<file path="config.mk">
export PLATFORM = sky130hd
export DESIGN_NAME = aud_player
export DESIGN_NICKNAME = d
export VERILOG_FILES = /design/src/rtl/aud_pkg.sv /design/src/rtl/aud_lrc_edge.sv /design/src/rtl/aud_player.sv
export SDC_FILE = /design/constraint.sdc
export NUM_CORES = 1
export LEC_CHECK = 0
export CAP_MARGIN = 40
export CORE_MARGIN = 10
export CORE_UTILIZATION = 40
export CTS_BUF_LIST = sky130_fd_sc_hd__clkbuf_16
export CTS_CLUSTER_SIZE = 40
export DETAILED_ROUTE_END_ITERATION = 10
export PLACE_DENSITY = 0.71
export SLEW_MARGIN = 40
export SYNTH_ARGS = -nofsm -noshare
export SYNTH_HDL_FRONTEND = slang
export SYNTH_HIERARCHICAL = 1
export SYNTH_SLANG_ARGS = --single-unit
export TNS_END_PERCENT = 5
</file>
<file path="constraint.sdc">
create_clock -name i_clk -period 7.2 [get_ports i_clk]
set_clock_uncertainty 0.15 [all_clocks]
set_input_delay 1.44 -clock i_clk [delete_from_list [all_inputs] [get_ports i_clk]]
set_output_delay 1.44 -clock i_clk [all_outputs]
set_load 0.005 [all_outputs]
</file>
<file path="src/rtl/aud_pkg.sv">
// Shared audio definitions used by the player and the recorder.
package aud_pkg;

  localparam int unsigned DATA_W = 16;
  localparam int unsigned ADDR_W = 20;
  localparam int unsigned CNT_W  = $clog2(DATA_W + 1);
  localparam int unsigned IDX_W  = $clog2(DATA_W);

  typedef enum logic [1:0] {
    IDLE,
    WAIT,
    SHIFT,
    PAUSED
  } state_e;

  typedef enum logic {
    LEFT,
    RIGHT
  } chan_e;

endpackage

</file>
<file path="src/rtl/aud_lrc_edge.sv">
// Registers the codec LR clock and flags its rising and falling edges.
module aud_lrc_edge (
  input  logic i_clk,
  input  logic i_rst_n,
  input  logic i_lrc,
  output logic o_rise_c,
  output logic o_fall_c
);

  logic lrc_q;

  always_ff @(posedge i_clk or negedge i_rst_n) begin
    if (!i_rst_n) begin
      lrc_q <= 1'b0;
    end else begin
      lrc_q <= i_lrc;
    end
  end

  assign o_rise_c = ~lrc_q & i_lrc;
  assign o_fall_c = lrc_q & ~i_lrc;

endmodule

</file>
<file path="src/rtl/aud_player.sv">
// Streams 16-bit mono SRAM words onto the codec DAC line, MSB first, once per
// channel slot of every LRC frame, advancing one word per frame up to end_addr.
module aud_player
  import aud_pkg::*;
(
  input  logic              i_clk,
  input  logic              i_rst_n,
  input  logic              i_lrc,
  input  logic              i_start,
  input  logic              i_pause,
  input  logic              i_stop,
  input  logic [ADDR_W-1:0] i_end_addr,
  input  logic [DATA_W-1:0] i_sram_data,
  output logic [ADDR_W-1:0] o_address,
  output logic              o_dac_data,
  output logic              o_playing,
  output logic              o_done
);

  state_e            state_q, state_d;
  chan_e             chan_q, chan_d;
  logic [CNT_W-1:0]  cnt_q, cnt_d;
  logic [DATA_W-1:0] word_q, word_d;
  logic [ADDR_W-1:0] end_q, end_d;
  logic [ADDR_W-1:0] addr_q, addr_d;
  logic              dac_q, dac_d;
  logic              done_q, done_d;
  logic              play_q, play_d;

  logic              rise_c, fall_c;
  logic              slot_edge_c, slot_end_c;
  logic [IDX_W-1:0]  bit_idx_c;

  aud_lrc_edge u_lrc_edge (
    .i_clk    (i_clk),
    .i_rst_n  (i_rst_n),
    .i_lrc    (i_lrc),
    .o_rise_c (rise_c),
    .o_fall_c (fall_c)
  );

  // Left slot opens on the falling LRC edge, right slot on the rising one.
  assign slot_edge_c = (chan_q == LEFT) ? fall_c : rise_c;
  // A slot closes after 16 bits, or early if the LRC clock toggles first.
  assign slot_end_c  = (cnt_q == CNT_W'(DATA_W)) || rise_c || fall_c;
  assign bit_idx_c   = IDX_W'(DATA_W - 1) - IDX_W'(cnt_q);

  always_ff @(posedge i_clk or negedge i_rst_n) begin
    if (!i_rst_n) begin
      state_q <= IDLE;
      chan_q  <= LEFT;
      cnt_q   <= '0;
      word_q  <= '0;
      end_q   <= '0;
      addr_q  <= '0;
      dac_q   <= 1'b0;
      done_q  <= 1'b0;
      play_q  <= 1'b0;
    end else begin
      state_q <= state_d;
      chan_q  <= chan_d;
      cnt_q   <= cnt_d;
      word_q  <= word_d;
      end_q   <= end_d;
      addr_q  <= addr_d;
      dac_q   <= dac_d;
      done_q  <= done_d;
      play_q  <= play_d;
    end
  end

  always_comb begin
    state_d = state_q;
    chan_d  = chan_q;
    cnt_d   = cnt_q;
    word_d  = word_q;
    end_d   = end_q;
    addr_d  = addr_q;
    dac_d   = 1'b0;
    done_d  = 1'b0;

    case (state_q)
      IDLE: begin
        if (i_start && !i_pause && !i_stop) begin
          addr_d  = '0;
          end_d   = i_end_addr;
          chan_d  = LEFT;
          state_d = WAIT;
        end
      end

      WAIT: begin
        if (i_stop) begin
          addr_d  = '0;
          cnt_d   = '0;
          state_d = IDLE;
        end else if (i_pause) begin
          cnt_d   = '0;
          state_d = PAUSED;
        end else if (slot_edge_c) begin
          // Right slot replays the word captured for the left slot.
          if (chan_q == LEFT) begin
            word_d = i_sram_data;
            dac_d  = i_sram_data[DATA_W-1];
          end else begin
            dac_d  = word_q[DATA_W-1];
          end
          cnt_d   = CNT_W'(1);
          state_d = SHIFT;
        end
      end

      SHIFT: begin
        if (i_stop) begin
          addr_d  = '0;
          cnt_d   = '0;
          state_d = IDLE;
        end else if (i_pause) begin
          cnt_d   = '0;
          state_d = PAUSED;
        end else if (slot_end_c) begin
          cnt_d = '0;
          if (chan_q == LEFT) begin
            chan_d  = RIGHT;
            state_d = WAIT;
          end else if (addr_q == end_q) begin
            done_d  = 1'b1;
            addr_d  = '0;
            chan_d  = LEFT;
            state_d = IDLE;
          end else begin
            addr_d  = addr_q + ADDR_W'(1);
            chan_d  = LEFT;
            state_d = WAIT;
          end
        end else begin
          dac_d = word_q[bit_idx_c];
          cnt_d = cnt_q + CNT_W'(1);
        end
      end

      PAUSED: begin
        if (i_stop) begin
          addr_d  = '0;
          state_d = IDLE;
        end else if (i_start && !i_pause) begin
          chan_d  = LEFT;
          state_d = WAIT;
        end
      end

      default: state_d = IDLE;
    endcase

    play_d = (state_d == WAIT) || (state_d == SHIFT);
  end

  assign o_address  = addr_q;
  assign o_dac_data = dac_q;
  assign o_playing  = play_q;
  assign o_done     = done_q;

endmodule

</file>
==> results of run 1 <==
==> how the worst max path moves through the flow <==
stage | end | from | slack, ns
global placement | o_address[5]$_DFFE_PN0P_ | i_lrc | 3.24
global route | o_address[5]$_DFFE_PN0P_ | i_stop | 3.43
floorplan | o_playing$_DFF_PN0_ | i_lrc | 4.16
finish | o_address[5]$_DFFE_PN0P_ | i_lrc | 3.54
detailed placement | o_address[5]$_DFFE_PN0P_ | i_lrc | 3.23
CTS | o_address[5]$_DFFE_PN0P_ | i_lrc | 3.57
==> report_power, final <==
group	switching (mW)	total [mW]	internal (mW)
logic	0.180	0.402	0.222
clock network	0.151	0.412	0.261
registers	0.0833	0.581	0.498
==> worst max-delay path: stages <==
cell	delay, ns
clkdlybuf4s50_1	0.49
and2b_2	0.26
o311a_2	0.44
o21ai_1	0.67
or4_1	0.21
a21oi_1	0.06
a21o_1	0.16
==> layout make-up <==
type	count	area [sq um]	area share
repair buffers	66	654.4	0.1427
clock buffers	9	225.2	0.04913
flip-flops and latches	68	1702	0.3712
multi-input cells	234	1784	0.3892
inverters	8	30.03	0.006550
well taps	108	135.1	0.02948
clock inverters	7	53.80	0.01174
==> flip-flops by register name, summed over array words and instances, names as in the netlist <==
register and cells:
o_done 1, chan_q 1, word_q 16, end_q 20, o_playing 1, u_lrc_edge/lrc_q 1, cnt_q 5, o_dac_data 1
state_q 2, o_address 20
==> cell usage after synthesis, types with 4 or more instances <==
cell,instances,area (sq um)
clkbuf_1,6,22.52
nor2_1,21,78.83
ha_1,9,112.6
nand2b_1,4,25.02
mux4_2,4,90.09
mux2_2,37,416.7
nand3_1,7,35.03
a21oi_1,8,40.04
inv_1,8,30.03
xor2_1,7,61.31
nand4_1,10,62.56
nor2b_1,5,31.28
nand2_1,24,90.09
xnor2_1,23,201.4
dfrtp_1,68,1702
o21ai_0,16,80.08
nor3_1,9,45.04
==> metal layers <==
metal / vias to the layer above / track usage
met5: - / 0
met4: 0 / 0.04511
met3: 8 / 0.03774
met2: 62 / 0.2156
met1: 1344 / 0.1748
li1: 1299 / -
==> cells by family after synthesis <==
family                     count (synthesis)
and+or+nand+nor                           99
adders and majority gates                  9
xor gates and xnor gates                  30
buffers and inverters                     18
DFF                                       68
muxes                                     44
AOI/OAI and AO/OA                         52
==> results by group, run 1 <==
Global route
  – Largest net degree at the start of global routing: 69
  – Total GRT Usage: 0.1361
  – Initial antenna violation count: 0
  – Total grt overflow: 0
  – Number of global-route vias before repair: approximately 2800
  – First-pass GRT wire length: 14.40 mm

Synth
  – Synth warn: 6
  – Main combinational cell family by area after synthesis: multiplexers
  – Synth unique cells: 51
  – Syn Area/Cell: between 10 and 15 sq um
  – Sequential area share after synthesis: 0.4775
  – Xor/xnor share of the synthesized area: 0.07374
  – Compound-Gate Fraction of Synth Area: 0.09726
  – Post-synthesis net count: 371
  – Ys flop type: dfrtp_1
  – #FFs+latches synth: roughly 70
  – Ys async rst share: 1.000
  – Synthesized area: around 3600 sq um
  – Post-Syn Instances: 320
  – Post-Synth Adder-Cell Area: 0.03160
  – Simple-Gate Fraction of Synth Area: 0.1471
  – Mux contribution to synthesized area: 0.1506
  – EDFF count, synth: 0

Floorplan
  – Core Rows: 34
  – Core area: around 8700 sq um
  – Initial Utilization: 0.4106
  – Die area: 13080 sq um
  – Chip height: 114.4 um
  – Die X: about 110 um
  – Top Ports: 65

Route
  – Iteration count of the initial detailed-routing pass: 4
  – Routed len/inst: ~17 um
  – Final Routed Wirelength: about 8.6 mm
  – Drt drc: 0
  – Number of routed nets with antenna violations: 0
  – DR vias/cell: around 5.4
  – DR WL met2: 4.215 mm
  – Post-Route M1 WL: between 3 and 4 mm
  – WL met3: roughly 400 um
  – Initial DRC count: 120
  – Top routing layer used: met4
  – Via count: around 2700

STA
  – Worst-margin pin slew: between 0.8 and 0.9 ns
  – Max Slew Vio Count: 0
  – PnR worst setup slack: 3.543 ns
  – Tcrit/Tclk final: 0.5079
  – Hold slack: 0.3524 ns
  – # setup viols final: 0
  – RSZ-0062 raised after global routing: false
  – Fin. Hold Viols: 0
  – Max Freq: about 270 MHz
  – Slew margin rel.: 0.4440
  – Post-route minimum period: ~3.7 ns
  – Final TNS setup: 0 ns

Layout
  – Layout area overhead: 28.65%
  – Most frequent cells in the layout: 68 x dfrtp_1, 63 x clkdlybuf4s50_1, 37 x mux2_2
  – Nets: about 440
  – Fillcell total: approximately 800
  – Most common cell after layout, fill and taps aside: dfrtp_1
  – Final non-filler cell total: 500
  – Diode count: 0
  – Layout cell share with drive strength beyond 1: 0.1582
  – Finished layout cell area: about 4600 sq um
  – Core Util, Final: 0.5283

Clock network
  – Hold bufs inserted after CTS: 0
  – Clk pin slew, worst setup/hold paths: 0.05 ns
  – Worst-skew pair later-pin latency: roughly 0.32 ns
  – Max H-tree Level: 3
  – Clk root buf: clkbuf_16
  – Clock sink count: 68
  – Clock Path Buffers: 2
  – CTS tree: built
  – Post-CTS Resized: 0
  – CTS Buf Count: 9
  – Postcts setup bufs: 0

Power
  – Power Density: between 300 and 400 nW/um^2
  – Power, Total: 1.395 mW
  – Worst vdd ir: around 160 uV
  – Standby leakage power: ~1.8 nW

Place
  – Pre-CTS setup slack: between 3 and 4 ns
  – Cells after DPL: 484
  – Gp weighted congestion: around 0.9
  – Placed Instance Area: between 4000 and 5000 sq um
  – Buffers on Ports: 64
  – DPL Wire Length: about 6.4 mm

Min path
  – Hold Path Sink: word_q[4]$_DFFE_PN0P_
  – Hold Path Origin: word_q[4]$_DFFE_PN0P_
  – WHS Path Cells: 1
  – Worst Hold Class: register to register

Setup path
  – Crit end category: register
  – Critical path class: input port to register
  – R2r startpoint: cnt_q[0]$_DFFE_PN0P_
  – FF-to-FF setup slack: 4.44 ns
  – Data required, critical path: 7.27 ns
  – Worst-path fanout max: 12
  – CP arrival: about 3.7 ns
  – Setup crit start kind: input port
  – Reg-to-Reg End: o_address[5]$_DFFE_PN0P_
  – R2R depth: 8

Run
  – Maxcap violations: 0

Outcome
  – Status: completed
(Power assumes the default switching activity.)
==> run 2: changes to the inputs <==
==> constraint.sdc (replaced) <==
create_clock -name i_clk -period 3.6 [get_ports i_clk]
set_clock_uncertainty 0.15 [all_clocks]
set_input_delay 0.72 -clock i_clk [delete_from_list [all_inputs] [get_ports i_clk]]
set_output_delay 0.72 -clock i_clk [all_outputs]
set_load 0.005 [all_outputs]
==> results by group, run 2 (synthesized netlist as in run 1, its figures left out) <==
STA
  – Final TNS setup: 0 ns
  – Worst-margin pin slew: between 0.8 and 0.9 ns
  – RSZ-0062 raised after global routing: false
  – Max Slew Vio Count: 0
  – Max Freq: between 300 and 400 MHz
  – # setup viols final: 0
  – Post-route minimum period: 2.965 ns
  – Fin. Hold Viols: 0
  – Slew margin rel.: 0.4433
  – Hold slack: between 0.2 and 0.3 ns
  – Tcrit/Tclk final: 0.8235

Route
  – Iteration count of the initial detailed-routing pass: 4
  – Number of routed nets with antenna violations: 0
  – Via count: between 2000 and 3000
  – Initial DRC count: 103
  – DR vias/cell: ~5.5
  – Routed len/inst: 17.08 um
  – Drt drc: 0
  – Final Routed Wirelength: 8.559 mm

Clock network
  – Clk root buf: clkbuf_16
  – Worst-skew pair later-pin latency: between 0.3 and 0.4 ns
  – Max H-tree Level: 3
  – Hold bufs inserted after CTS: 0
  – Postcts setup bufs: 0
  – Clock Path Buffers: 2
  – Clk pin slew, worst setup/hold paths: about 0.060 ns
  – Clock sink count: 68
  – CTS tree: built
  – Post-CTS Resized: 0
  – CTS Buf Count: 9

Power
  – Worst vdd ir: 289.1 uV
  – Power Density: approximately 610 nW/um^2
  – Standby leakage power: 1.838 nW

Floorplan
  – Core Rows: 34
  – Die area: approximately 13000 sq um
  – Initial Utilization: 0.4106
  – Chip height: around 110 um
  – Top Ports: 65
  – Core area: 8678 sq um
  – Die X: ~110 um

Layout
  – Core Util, Final: 0.5297
  – Nets: 440
  – Most frequent cells in the layout: 68 x dfrtp_1, 63 x clkdlybuf4s50_1, 37 x mux2_2
  – FF/Latch Area: approximately 1700 sq um
  – Finished layout cell area: ~4600 sq um
  – Layout area overhead: 29.00%
  – Fillcell total: approximately 760
  – Diode count: 0
  – Area of the multi-input gates: ~1800 sq um
  – Layout cell share with drive strength beyond 1: 0.1679
  – Most common cell after layout, fill and taps aside: dfrtp_1

Place
  – Buffers on Ports: 64
  – Gp weighted congestion: 0.8427
  – DPL Wire Length: approximately 6.5 mm
  – Placed Instance Area: around 4300 sq um

Global route
  – Initial antenna violation count: 0
  – First-pass GRT wire length: about 14 mm
  – Total grt overflow: 0
  – Number of global-route vias before repair: between 2000 and 3000
  – Total GRT Usage: 0.1341
  – Largest net degree at the start of global routing: 30

Setup path
  – Setup crit start kind: input port
  – Data required, critical path: roughly 3.7 ns
  – Crit end category: register
  – Worst-path fanout max: 12
  – Critical path class: input port to register
  – CP arrival: 3.08 ns

Min path
  – Worst Hold Class: input port to asynchronous set/reset pin

Outcome
  – Status: completed

Run
  – Maxcap violations: 0
run 2: changes by cell type in the layout (fill, tap and decap cells not counted):
cell        delta
clkinv_2       +2
clkinvlp_4     +1
and3_2         -1
and3_1         +1
inv_1          -5
clkinv_1       +1
buf_6          -1
buf_4          +3
run 2: worst paths after layout:
kind                                        from                   endpoint  slack, ns  depth (start not counted)
max                                       i_stop   o_address[5]$_DFFE_PN0P_       0.64                          7
min                                      i_rst_n      end_q[19]$_DFFE_PN0P_       0.26                          1
max reg2reg                 cnt_q[0]$_DFFE_PN0P_   o_address[5]$_DFFE_PN0P_       0.85                          8
min reg2reg                word_q[5]$_DFFE_PN0P_      word_q[5]$_DFFE_PN0P_       0.35                          1
max in group asynchronous                i_rst_n  o_address[14]$_DFFE_PN0P_       2.29                          2
min in group i_clk         word_q[5]$_DFFE_PN0P_      word_q[5]$_DFFE_PN0P_       0.35                          1
run 2: metrics by stage:
step | power [mW] | instances | setup WS, ns
6_report | 2.795 | 501 | 0.6355
5_1_grt | 2.967 | 501 | 0.5488
4_1_cts | 2.824 | 501 | 0.6723
3_5_place_dp | 1.984 | 486 | 0.3438
3_3_place_gp | 1.947 | 486 | 0.4210
2_1_floorplan | 1.745 | 320 | 1.268
run 2: final cells by class:
type | instances | area share
repair buffers | 68 | 0.1448
multi-input cells | 234 | 0.3879
clock inverters | 6 | 0.01225
flip-flops and latches | 68 | 0.3702
well taps | 108 | 0.02940
clock buffers | 9 | 0.04899
inverters | 8 | 0.006532
run 2: worst max-delay path: stages:
cell	delay, ns
clkdlybuf4s50_1	0.54
or3b_4	0.47
a2bb2oi_2	0.20
o21ai_1	0.31
or4_1	0.57
a21oi_1	0.17
a21o_1	0.10
run 2: metal layers:
| layer | global-route usage | wire (um) | vias up |
|---|---|---|---|
| met4 | 0.05681 | 170 | 0 |
| li1 | - | - | 1298 |
| met5 | 0 | 0 | - |
| met3 | 0.02883 | 356 | 15 |
| met1 | 0.1676 | 3845 | 1356 |
| met2 | 0.2182 | 4187 | 72 |
run 2: power breakdown:
group	total, mW	internal, mW	switching (mW)
logic	0.809	0.446	0.363
clock network	0.829	0.525	0.304
registers	1.16	0.996	0.162
